$ cat src/rtl/mbist_pkg.sv
// Shared types and March C- element helpers for the MBIST sequencer.
package mbist_pkg;

  typedef enum logic [2:0] {
    ST_IDLE,
    ST_INIT,
    ST_RD,
    ST_WR,
    ST_FIN,
    ST_FLUSH,
    ST_DONE
  } state_e;

  localparam int FAIL_ELEM_W = 3;

  localparam logic [FAIL_ELEM_W-1:0] M0 = 3'd0;
  localparam logic [FAIL_ELEM_W-1:0] M1 = 3'd1;
  localparam logic [FAIL_ELEM_W-1:0] M2 = 3'd2;
  localparam logic [FAIL_ELEM_W-1:0] M3 = 3'd3;
  localparam logic [FAIL_ELEM_W-1:0] M4 = 3'd4;
  localparam logic [FAIL_ELEM_W-1:0] M5 = 3'd5;

  // Only M3/M4 walk downwards; the rest ascend.
  function automatic logic elem_up(input logic [FAIL_ELEM_W-1:0] e);
    return !((e == M3) || (e == M4));
  endfunction

  // M2/M4 read back the all-ones background written by the previous element.
  function automatic logic elem_exp_ones(input logic [FAIL_ELEM_W-1:0] e);
    return (e == M2) || (e == M4);
  endfunction

endpackage

$ cat src/rtl/mbist_addr_gen.sv
// Loadable up/down address counter with terminal-address flags.
module mbist_addr_gen #(
  parameter int ADDR_W = 12,
  parameter int DEPTH  = 4096
) (
  input  logic              clk,
  input  logic              rst,
  input  logic              load,
  input  logic [ADDR_W-1:0] load_val,
  input  logic              en,
  input  logic              ud,
  output logic [ADDR_W-1:0] q,
  output logic              at_top,
  output logic              at_bot
);

  localparam logic [ADDR_W-1:0] ADDR_TOP = ADDR_W'(DEPTH - 1);

  always_ff @(posedge clk) begin
    if (rst) begin
      q <= '0;
    end else if (load) begin
      q <= load_val;
    end else if (en) begin
      q <= ud ? q + ADDR_W'(1) : q - ADDR_W'(1);
    end
  end

  assign at_top = (q == ADDR_TOP);
  assign at_bot = (q == '0);

endmodule

$ cat src/rtl/mbist_march_ctrl.sv
// March C- MBIST sequencer for a single-port SRAM.
// Optional MBIST_STOP_ON_FAIL_EN: jump to DONE on the first mismatch.
module mbist_march_ctrl
  import mbist_pkg::*;
#(
  parameter int ADDR_W = 12,
  parameter int DEPTH  = 4096,
  parameter int DATA_W = 8
) (
  input  logic                   clk,
  input  logic                   rst,
  input  logic                   start,
  output logic                   busy,
  output logic                   done,
  output logic                   fail,
  output logic [ADDR_W-1:0]      fail_addr,
  output logic [FAIL_ELEM_W-1:0] fail_elem,
  output logic [ADDR_W-1:0]      mem_addr,
  output logic                   mem_re,
  output logic                   mem_we,
  output logic [DATA_W-1:0]      mem_wdata,
  input  logic [DATA_W-1:0]      mem_rdata
);

  localparam logic [ADDR_W-1:0] ADDR_TOP = ADDR_W'(DEPTH - 1);

  state_e                 state, state_n;
  logic [FAIL_ELEM_W-1:0] elem, elem_n;
  logic                   ld, en, ud, at_top, at_bot, accept, mismatch;
  logic [ADDR_W-1:0]      ld_val, addr_q;
  logic [DATA_W-1:0]      wdata_n;

  logic                   vld_p1;
  logic [DATA_W-1:0]      exp_p1;
  logic [ADDR_W-1:0]      addr_p1;
  logic [FAIL_ELEM_W-1:0] elem_p1;

  mbist_addr_gen #(
    .ADDR_W(ADDR_W),
    .DEPTH (DEPTH)
  ) u_addr_gen (
    .clk     (clk),
    .rst     (rst),
    .load    (ld),
    .load_val(ld_val),
    .en      (en),
    .ud      (ud),
    .q       (addr_q),
    .at_top  (at_top),
    .at_bot  (at_bot)
  );

  assign mem_addr = addr_q;

  // Compare only in states that follow a read; DONE may still see a stale read after a stop.
  always_comb begin
    mismatch = vld_p1 && (mem_rdata != exp_p1) &&
               ((state == ST_WR) || (state == ST_FIN) || (state == ST_FLUSH));
  end

  always_comb begin
    state_n = state;
    elem_n  = elem;
    ld      = 1'b0;
    ld_val  = '0;
    en      = 1'b0;
    ud      = 1'b1;
    accept  = 1'b0;
    case (state)
      ST_IDLE, ST_DONE: begin
        if (start) begin
          accept  = 1'b1;
          state_n = ST_INIT;
          elem_n  = M0;
          ld      = 1'b1;
        end
      end
      ST_INIT: begin
        if (at_top) begin
          elem_n  = M1;
          ld      = 1'b1;
          state_n = ST_RD;
        end else begin
          en = 1'b1;
        end
      end
      ST_RD: state_n = ST_WR;
      ST_WR: begin
        ud      = elem_up(elem);
        state_n = ST_RD;
        if (!(ud ? at_top : at_bot)) begin
          en = 1'b1;
        end else begin
          ld = 1'b1;
          case (elem)
            M1: elem_n = M2;
            M2: begin
              elem_n = M3;
              ld_val = ADDR_TOP;
            end
            M3: begin
              elem_n = M4;
              ld_val = ADDR_TOP;
            end
            default: begin
              elem_n  = M5;
              state_n = ST_FIN;
            end
          endcase
        end
      end
      ST_FIN: begin
        if (at_top) state_n = ST_FLUSH;
        else        en = 1'b1;
      end
      ST_FLUSH: state_n = ST_DONE;
      default:  state_n = ST_IDLE;
    endcase
`ifdef MBIST_STOP_ON_FAIL_EN
    if (mismatch) begin
      state_n = ST_DONE;
      ld      = 1'b0;
      en      = 1'b0;
    end
`endif
  end

  always_comb begin
    wdata_n = '0;
    if ((state_n == ST_WR) && !elem_exp_ones(elem_n)) wdata_n = '1;
  end

  always_ff @(posedge clk) begin
    if (rst) begin
      state     <= ST_IDLE;
      elem      <= M0;
      busy      <= 1'b0;
      done      <= 1'b0;
      mem_re    <= 1'b0;
      mem_we    <= 1'b0;
      mem_wdata <= '0;
    end else begin
      state     <= state_n;
      elem      <= elem_n;
      busy      <= (state_n != ST_IDLE) && (state_n != ST_DONE);
      done      <= (state_n == ST_DONE);
      mem_re    <= (state_n == ST_RD) || (state_n == ST_FIN);
      mem_we    <= (state_n == ST_INIT) || (state_n == ST_WR);
      mem_wdata <= wdata_n;
    end
  end

  // Stage p1: context of the read issued last cycle, lined up with mem_rdata.
  always_ff @(posedge clk) begin
    if (rst) vld_p1 <= 1'b0;
    else     vld_p1 <= mem_re;
  end

  always_ff @(posedge clk) begin
    exp_p1  <= elem_exp_ones(elem) ? '1 : '0;
    addr_p1 <= addr_q;
    elem_p1 <= elem;
  end

  always_ff @(posedge clk) begin
    if (rst) begin
      fail      <= 1'b0;
      fail_addr <= '0;
      fail_elem <= '0;
    end else if (accept) begin
      fail      <= 1'b0;
      fail_addr <= '0;
      fail_elem <= '0;
    end else if (mismatch) begin
      fail <= 1'b1;
      if (!fail) begin
        fail_addr <= addr_p1;
        fail_elem <= elem_p1;
      end
    end
  end

endmodule

$ cat config.mk
export PLATFORM = sky130hd
export DESIGN_NAME = mbist_march_ctrl
export DESIGN_NICKNAME = d
export VERILOG_FILES = /design/src/rtl/mbist_pkg.sv /design/src/rtl/mbist_addr_gen.sv /design/src/rtl/mbist_march_ctrl.sv
export SDC_FILE = /design/constraint.sdc
export NUM_CORES = 1
export LEC_CHECK = 0
export CELL_PAD_IN_SITES_DETAIL_PLACEMENT = 2
export CELL_PAD_IN_SITES_GLOBAL_PLACEMENT = 2
export CORE_MARGIN = 5
export CORE_UTILIZATION = 29
export CTS_CLUSTER_SIZE = 25
export DETAILED_ROUTE_END_ITERATION = 10
export GPL_ROUTABILITY_DRIVEN = 1
export PLACE_DENSITY = 0.83
export SYNTH_ARGS = -nofsm -noshare
export SYNTH_HDL_FRONTEND = slang
export SYNTH_SLANG_ARGS = --single-unit
$ cat constraint.sdc
create_clock -name clk -period 2.5 [get_ports clk]
set_clock_uncertainty 0.15 [all_clocks]
set_input_delay 0.5 -clock clk [delete_from_list [all_inputs] [get_ports clk]]
set_output_delay 0.5 -clock clk [all_outputs]
set_load 0.05 [all_outputs]
==> results of run 1 <==
-- cells in the mapped netlist, drive strengths merged, types with 2 or more instances --
cell	count	share of area, %
nor2	40	5.5
nand2b	8	1.8
buf	21	5.1
and4	3	0.90
clkbuf	10	1.3
o31ai	2	0.69
nand4b	2	0.60
a221oi	3	1.1
o311ai	2	0.60
or3	5	1.1
or4	4	1.0
a21oi	19	3.9
o21ai	7	1.3
and2	2	0.43
o21a	2	0.51
o31a	3	0.90
nand3b	3	1.2
dfxtp	56	38
nand4	7	1.5
nor4	6	2.8
a41oi	2	0.60
mux2i	19	6.5
nor3	9	1.9
and3	3	0.99
nand3	14	2.7
a21o	3	0.77
a211oi	8	2.9
inv	9	1.2
xnor2	2	0.60
nor2b	3	0.64
nand2	32	4.1
a31oi	7	1.7
-- sequential cells by signal (all words and copies together) (netlist names) --
register,flops
done,1
exp_p1,1
vld_p1,1
u_addr_gen.q,12
fail_elem,3
busy,1
mem_re,1
fail,1
fail_addr,12
elem,3
elem_p1,3
mem_we,1
state,3
addr_p1,12
mem_wdata,1
-- per-layer routing --
layer | global-route usage (%) | wire length [um] | vias up
met5 | 0 | 0 | -
met4 | 5.54 | 171 | 0
met3 | 2.39 | 315 | 13
met2 | 29.2 | 5060 | 50
met1 | 21.3 | 4610 | 1364
li1 | - | - | 1323
-- metrics by stage --
step | power [mW] | instances
3_5_place_dp | 1.16 | 522
4_1_cts | 1.70 | 532
2_1_floorplan | 1.07 | 330
3_3_place_gp | 1.16 | 522
6_report | 1.69 | 535
5_1_grt | 1.76 | 535
-- placed cells by master (no fill, tap or decap), types with 3 or more instances in the layout --
master	n
dfxtp_1	50
clkdlybuf4s50_1	48
buf_4	42
nor2_1	38
nand2_1	32
mux2i_1	19
a21oi_1	16
nand3_1	11
inv_1	9
nor3_1	8
nand2b_1	7
nand4_1	7
a31oi_1	6
dfxtp_2	6
o21ai_0	5
or3_1	5
a211oi_2	5
clkbuf_8	5
or4_1	4
nor4_4	3
nand3_2	3
a21o_1	3
nor4_1	3
a211oi_1	3
o31a_1	3
buf_12	3
-- worst max-delay path, delay by kind of cell (launching register included) --
| family | cells | cell delay (ps) |
|---|---|---|
| compound gates | 3 | 820 |
| buf+inv | 1 | 170 |
| flops | 1 | 430 |
| simple gates | 3 | 770 |
-- how the worst min path moves through the flow --
| stage | cells after the start | from | to | slack [ps] |
|---|---|---|---|---|
| floorplan | 0 | elem[0] | elem_p1[0] | 210 |
| global placement | 0 | elem[0] | elem_p1[0] | 250 |
| detailed placement | 0 | elem[0] | elem_p1[0] | 260 |
| CTS | 0 | elem[0] | elem_p1[0] | 260 |
| global route | 0 | elem[0] | elem_p1[0] | 270 |
| finish | 0 | elem[0] | elem_p1[0] | 260 |
-- cell type report --
type	count	area [um^2]	area share, %
Clock buffer	5	68.8	1.75
Clock inverter	3	27.5	0.699
Inverter	9	33.8	0.858
Multi-Input combinational cell	234	1640	41.5
Sequential cell	56	1130	28.7
Tap cell	133	166	4.23
Timing Repair Buffer	95	876	22.3
-- kinds of logic after synthesis --
kind of cell,Yosys count
buf+inv,40
compound gates,67
simple gates,143
mux,19
xor+xnor,3
flops,56
fa+ha+maj,2
-- where the power goes --
part | switching, mW | internal, mW | total [mW]
registers | 0.0156 | 0.903 | 0.919
logic | 0.137 | 0.0967 | 0.234
clock network | 0.326 | 0.207 | 0.532
-- repair_timing --
| action | CTS | global route |
|---|---|---|
| gates resized for setup | 9 | 8 |
| setup buffers | 2 | 3 |
| pin swaps | 3 | 6 |
| setup endpoints to repair | 8 | 7 |
==> run summary, run 1 <==
===============================================================================
Area fraction in and, or, nand and nor cells after synthesis .....        27.8%
Critical path endpoint category ..................................     register
Detailed-route wire length .......................................     10200 um
TritonCTS clock tree .............................................          yes
Slew margin rel. .................................................        64.8%
Relative area change from synthesis to final layout ..............        34.8%
Final worst-path cycle share .....................................        98.3%
Sequential-to-total area share from yosys stat ...................        38.4%
Path category of the worst min-delay check ....................... register to register
Worst Tran Pin Value .............................................       526 ps
Worst-case hold slack ............................................       259 ps
Total CTS buffers ................................................            5
Die width ........................................................       110 um
Number of instances in the synthesized netlist ...................          330
Vertical die dimension ...........................................       110 um
Worst-case vdd ir drop ...........................................     0.207 mV
Final standard cell utilization of the core ......................        40.1%
Cell count of the worst reg-to-reg path ..........................            7
Post-synthesis share of cell area spent on xor and xnor gates ....       0.900%
Via density per instance .........................................         5.14
Synthesized Nets .................................................          342
Critical path data required time .................................      2550 ps
Antenna diode count ..............................................            0
Total placed instance area .......................................    3730 um^2
Clk buf depth ....................................................            2
Total clock sinks ................................................           56
Number of global-route vias before repair ........................         2998
Number of buffers inserted by port buffering .....................           50
Maximum number of pins on one net before global-route repair .....           20
Effective utilization at floorplan ...............................        29.7%
Final weighted congestion of routability-driven global placement .        0.836
Setup WS post-layout .............................................      42.7 ps
Result of the run ................................................ finished clean
Per-cell routed wire length ......................................      19.0 um
Main combinational cell family by area after synthesis ........... simple AND/OR/NAND/NOR gates
Max-slew violation count .........................................            0
Async set-or-reset flop fraction in the synthesized netlist ......           0%
Number of enable-type register cells in the synthesized netlist ..            0
Cell repeated most along the worst path ..........................      nand3_2
Cell breakdown of the critical path .............................. nor4_4 -> nand3_2 -> buf_4 -> o31ai_2 -> nand3_2 -> a221oi_1 -> a21oi_1
Pre-CTS worst setup slack ........................................      -438 ps
Critical-path maximum fanout .....................................            7
Number of nets in the layout .....................................          413
Number of distinct library cells after synthesis .................           63
Final TNS setup ..................................................         0 ps
Proportion of synthesized area in mux cells ......................        6.51%
Category of the critical setup timing path ....................... register to register
Number of synthesized register bits ..............................           56
Clock tree root buffer cell ......................................     clkbuf_8
Highest achievable clock rate ....................................      407 MHz
Leading register cell type out of synthesis ......................      dfxtp_1
Number of top-level pins .........................................           51
All-layer global routing usage ...................................        16.8%
Synthesis Warnings ...............................................            0
Routed Antenna Nets ..............................................            0
Combined area of all synthesized cells ...........................    2920 um^2
Reg2reg end ...................................................... u_addr_gen.q[5]
Post-detail-place hpwl ...........................................      7510 um
Avg Synthesized Cell Area ........................................    8.85 um^2
Data arrival time of the critical path ...........................      2510 ps
Cell row count ...................................................           36
Number of max-cap violations .....................................            0
Startpoint class of the critical path ............................     register
Final Hold Violating Endpoints ...................................            0
Crit path time final .............................................      2460 ps
Largest incremental delay on the critical path ...................       430 ps
Synthesized-area fraction occupied by adder cells ................       0.771%
Complex-gate fraction of the synthesized area ....................        18.0%
Total vias in the final route ....................................         2750
TritonRoute pass-1 iters .........................................            4
Core outline area ................................................    9820 um^2
Leak pwr .........................................................      1.38 nW
Share of post-route cells with drive strength above 1 ............        23.1%
DR DRC count .....................................................            0
Clk pin slew, worst setup/hold paths .............................       110 ps
Final-report setup violation count ...............................            0
Layout fillers ...................................................         1106
Worst reg-to-reg setup slack .....................................        40 ps
Crit-path slowest cell ...........................................      dfxtp_1
Worst r2r src .................................................... u_addr_gen.q[1]
DIE AREA .........................................................   12200 um^2
CTS hold repair buffers ..........................................            0
Start point of the critical path ................................. u_addr_gen.q[1]
First-pass GRT wire length .......................................     15900 um
Remaining Overflow, GRT ..........................................            0
Total power per unit cell area ...................................  428 nW/um^2
Deepest level of the CTS H-tree ..................................            2
Clk_lat worst skew ...............................................       320 ps
Antenna violations before repair .................................            0
Worst Setup EP ................................................... u_addr_gen.q[5]
Iter 0 DRT Violations ............................................          126
Design Area, Final ...............................................    3940 um^2
===============================================================================
No activity file was read; power rests on OpenSTA's default activity.
==> inputs of run 2 (changes only) <==
Settings changed: CORE_MARGIN 5 to not set.
==> run 2 against run 1 <==
Against the previous run:
- first-iteration DRC count is 33% lower
- core utilization is 0.47 points lower
- global-route usage increased by 3.4 points
- combinational power up 3%
==> run summary, run 2 (synthesis results as in run 1) <==
===============================================================================
Die width ........................................................       102 um   was 110 um
Reg2reg end ...................................................... u_addr_gen.q[5]   unchanged
Number of global-route vias before repair ........................         2967   was 2998
Number of nets in the layout .....................................          409   was 413
Sequential cell area .............................................    1120 um^2   was 1130 um^2
Sw Pwr ...........................................................     0.489 mW   was 0.479 mW
Leading cell types in the layout, fill and taps excluded ......... 53 x dfxtp_1, 45 x clkdlybuf4s50_1, 40 x buf_4   was 50 x dfxtp_1, 48 x clkdlybuf4s50_1, 42 x buf_4
Unrepaired setup endpoints after global routing ..................         true
Worst r2r src .................................................... u_addr_gen.q[4]   was u_addr_gen.q[1]
Largest registers ................................................ addr_p1: 12 flops, fail_addr: 12 flops, u_addr_gen.q: 12 flops   unchanged
Critical-path maximum fanout .....................................            6   was 7
All-layer global routing usage ...................................        20.2%   was 16.8%
Deepest level of the CTS H-tree ..................................            2   unchanged
Worst Tran Pin Value .............................................       512 ps   was 526 ps
Internal power ...................................................      1.20 mW   was 1.21 mW
Via density per instance .........................................         5.25   was 5.14
Setup WS post-layout .............................................      12.6 ps   was 42.7 ps
Portion of total power attributed to the clock network ...........        31.6%   about the same
Leak pwr .........................................................      1.40 nW   was 1.38 nW
CTS hold repair buffers ..........................................            0   unchanged
Pre-CTS worst setup slack ........................................      -459 ps   was -438 ps
Slew margin rel. .................................................        65.8%   was 64.8%
Worst-case hold slack ............................................       281 ps   was 259 ps
Critical path data required time .................................      2600 ps   was 2550 ps
Clk_lat worst skew ...............................................       320 ps   about the same
Cell count of the worst reg-to-reg path ..........................            6   was 7
Relative area change from synthesis to final layout ..............        32.6%   was 34.8%
Antenna diode count ..............................................            0   unchanged
Startpoint class of the critical path ............................     register   unchanged
Combined area of the multi-input logic cells .....................    1620 um^2   was 1640 um^2
Layout fillers ...................................................         1073   was 1106
DR DRC count .....................................................            0   unchanged
Highest achievable clock rate ....................................      402 MHz   was 407 MHz
Part of the total power dissipated in sequential elements ........        54.1%   was 54.5%
Clk pin slew, worst setup/hold paths .............................       110 ps   about the same
Maximum number of pins on one net before global-route repair .....           19   was 20
Total CTS buffers ................................................            5   unchanged
Max-slew violation count .........................................            0   unchanged
DIE AREA .........................................................   10500 um^2   was 12200 um^2
Worst-case vdd ir drop ...........................................     0.196 mV   was 0.207 mV
Post-Layout Cell Count ...........................................          531   was 535
Total power consumption of the routed design .....................      1.69 mW   about the same
Start point of the critical path ................................. u_addr_gen.q[4]   was u_addr_gen.q[1]
Number of max-cap violations .....................................            0   unchanged
Iter 0 DRT Violations ............................................           84   was 126
Final Hold Violating Endpoints ...................................            0   unchanged
Result of the run ................................................ finished clean   unchanged
Clk buf depth ....................................................            2   unchanged
Total clock sinks ................................................           56   unchanged
Number of top-level pins .........................................           51   unchanged
Vertical die dimension ...........................................       102 um   was 110 um
Crit path time final .............................................      2490 ps   was 2460 ps
Antenna violations before repair .................................            0   unchanged
Critical path endpoint category ..................................     register   unchanged
First-pass GRT wire length .......................................     16000 um   was 15900 um
Worst Setup EP ................................................... u_addr_gen.q[5]   unchanged
DP Cell Count ....................................................          519   was 522
Detailed-route wire length .......................................     10200 um   about the same
Category of the critical setup timing path ....................... register to register   unchanged
Remaining Overflow, GRT ..........................................            0   unchanged
Worst reg-to-reg setup slack .....................................        10 ps   was 40 ps
Post-detail-place hpwl ...........................................      7430 um   was 7510 um
Effective utilization at floorplan ...............................        29.9%   was 29.7%
Cell row count ...................................................           36   unchanged
Switching power share of the total ...............................        28.9%   was 28.4%
Final worst-path cycle share .....................................        99.5%   was 98.3%
Data arrival time of the critical path ...........................      2590 ps   was 2510 ps
Total vias in the final route ....................................         2786   was 2750
Total power per unit cell area ...................................  436 nW/um^2   was 428 nW/um^2
Core outline area ................................................    9770 um^2   was 9820 um^2
Leading cell type in the layout, fill and taps excluded ..........      dfxtp_1   unchanged
Share of post-route cells with drive strength above 1 ............        20.9%   was 23.1%
Combinational Power Share ........................................        14.2%   was 13.9%
TritonRoute pass-1 iters .........................................            4   unchanged
Number of buffers inserted by port buffering .....................           50   unchanged
Per-cell routed wire length ......................................      19.2 um   was 19.0 um
Routed Antenna Nets ..............................................            0   unchanged
Final weighted congestion of routability-driven global placement .        0.838   was 0.836
Clock tree root buffer cell ......................................     clkbuf_8   unchanged
Final TNS setup ..................................................         0 ps   unchanged
TritonCTS clock tree .............................................          yes   unchanged
Path category of the worst min-delay check ....................... register to register   unchanged
Final-report setup violation count ...............................            0   unchanged
===============================================================================
## run 2: cell count changes in the layout (fill, tap and decap cells not counted), sizes merged
cell	previous run	this run
clkinv	1	2
buf	46	42
clkdlybuf4s50	48	45
dlymetal6s2s	0	3
clkinvlp	1	0
## run 2: how the worst min path moves through the flow
stage                         start          to  slack [ps]  cells past startpoint
floorplan                   elem[0]  elem_p1[0]         210                      0
global placement            elem[0]  elem_p1[0]         260                      0
detailed placement  u_addr_gen.q[5]  addr_p1[5]         270                      0
CTS                         elem[0]  elem_p1[0]         280                      0
global route                elem[0]  elem_p1[0]         280                      0
finish                      elem[0]  elem_p1[0]         280                      0
## run 2: worst max-delay path, cell delays in order, from the launching register on
cell and delay, ps:
dfxtp_1 430, or4_1 610, nor2_1 240, nand4_1 240, a21oi_2 440, a221oi_1 100
a21oi_1 200
## run 2: stage by stage
stage               utilization, %  area [um^2]
global placement              37.8         3690
detailed placement            37.8         3690
global route                  39.6         3870
finish                        39.6         3870
floorplan                        -         2930
CTS                           39.1         3820
## run 2: layout make-up
type | count | area share, %
repair buffers | 91 | 21.6
clock buffers | 5 | 1.78
inverters | 9 | 0.872
multi-input cells | 234 | 41.8
clock inverters | 3 | 0.582
flip-flops and latches | 56 | 29.0
well taps | 133 | 4.30
## run 2: power groups by stage
stage / Sequential [mW] / Clock [mW] / Combinational, mW
2_1_floorplan: 0.954 / 0 / 0.116
3_3_place_gp: 0.934 / 0 / 0.218
3_5_place_dp: 0.935 / 0 / 0.229
4_1_cts: 0.914 / 0.544 / 0.232
5_1_grt: 0.916 / 0.575 / 0.255
6_report: 0.914 / 0.534 / 0.240
## run 2: what timing repair did
item / CTS / global route
setup endpoints to repair: 5 / 11
pin swaps: 2 / 2
endpoints found under the hold margin: 0 / 0
gates resized for setup: 3 / 9
setup buffers: 3 / 1
gates cloned: 0 / 0
## run 2: per-layer routing
layer | global-route usage, % | wire length, um
met1 | 25.2 | 4590
met2 | 36.3 | 5220
met3 | 2.60 | 241
met4 | 5.49 | 131
met5 | 0 | 0
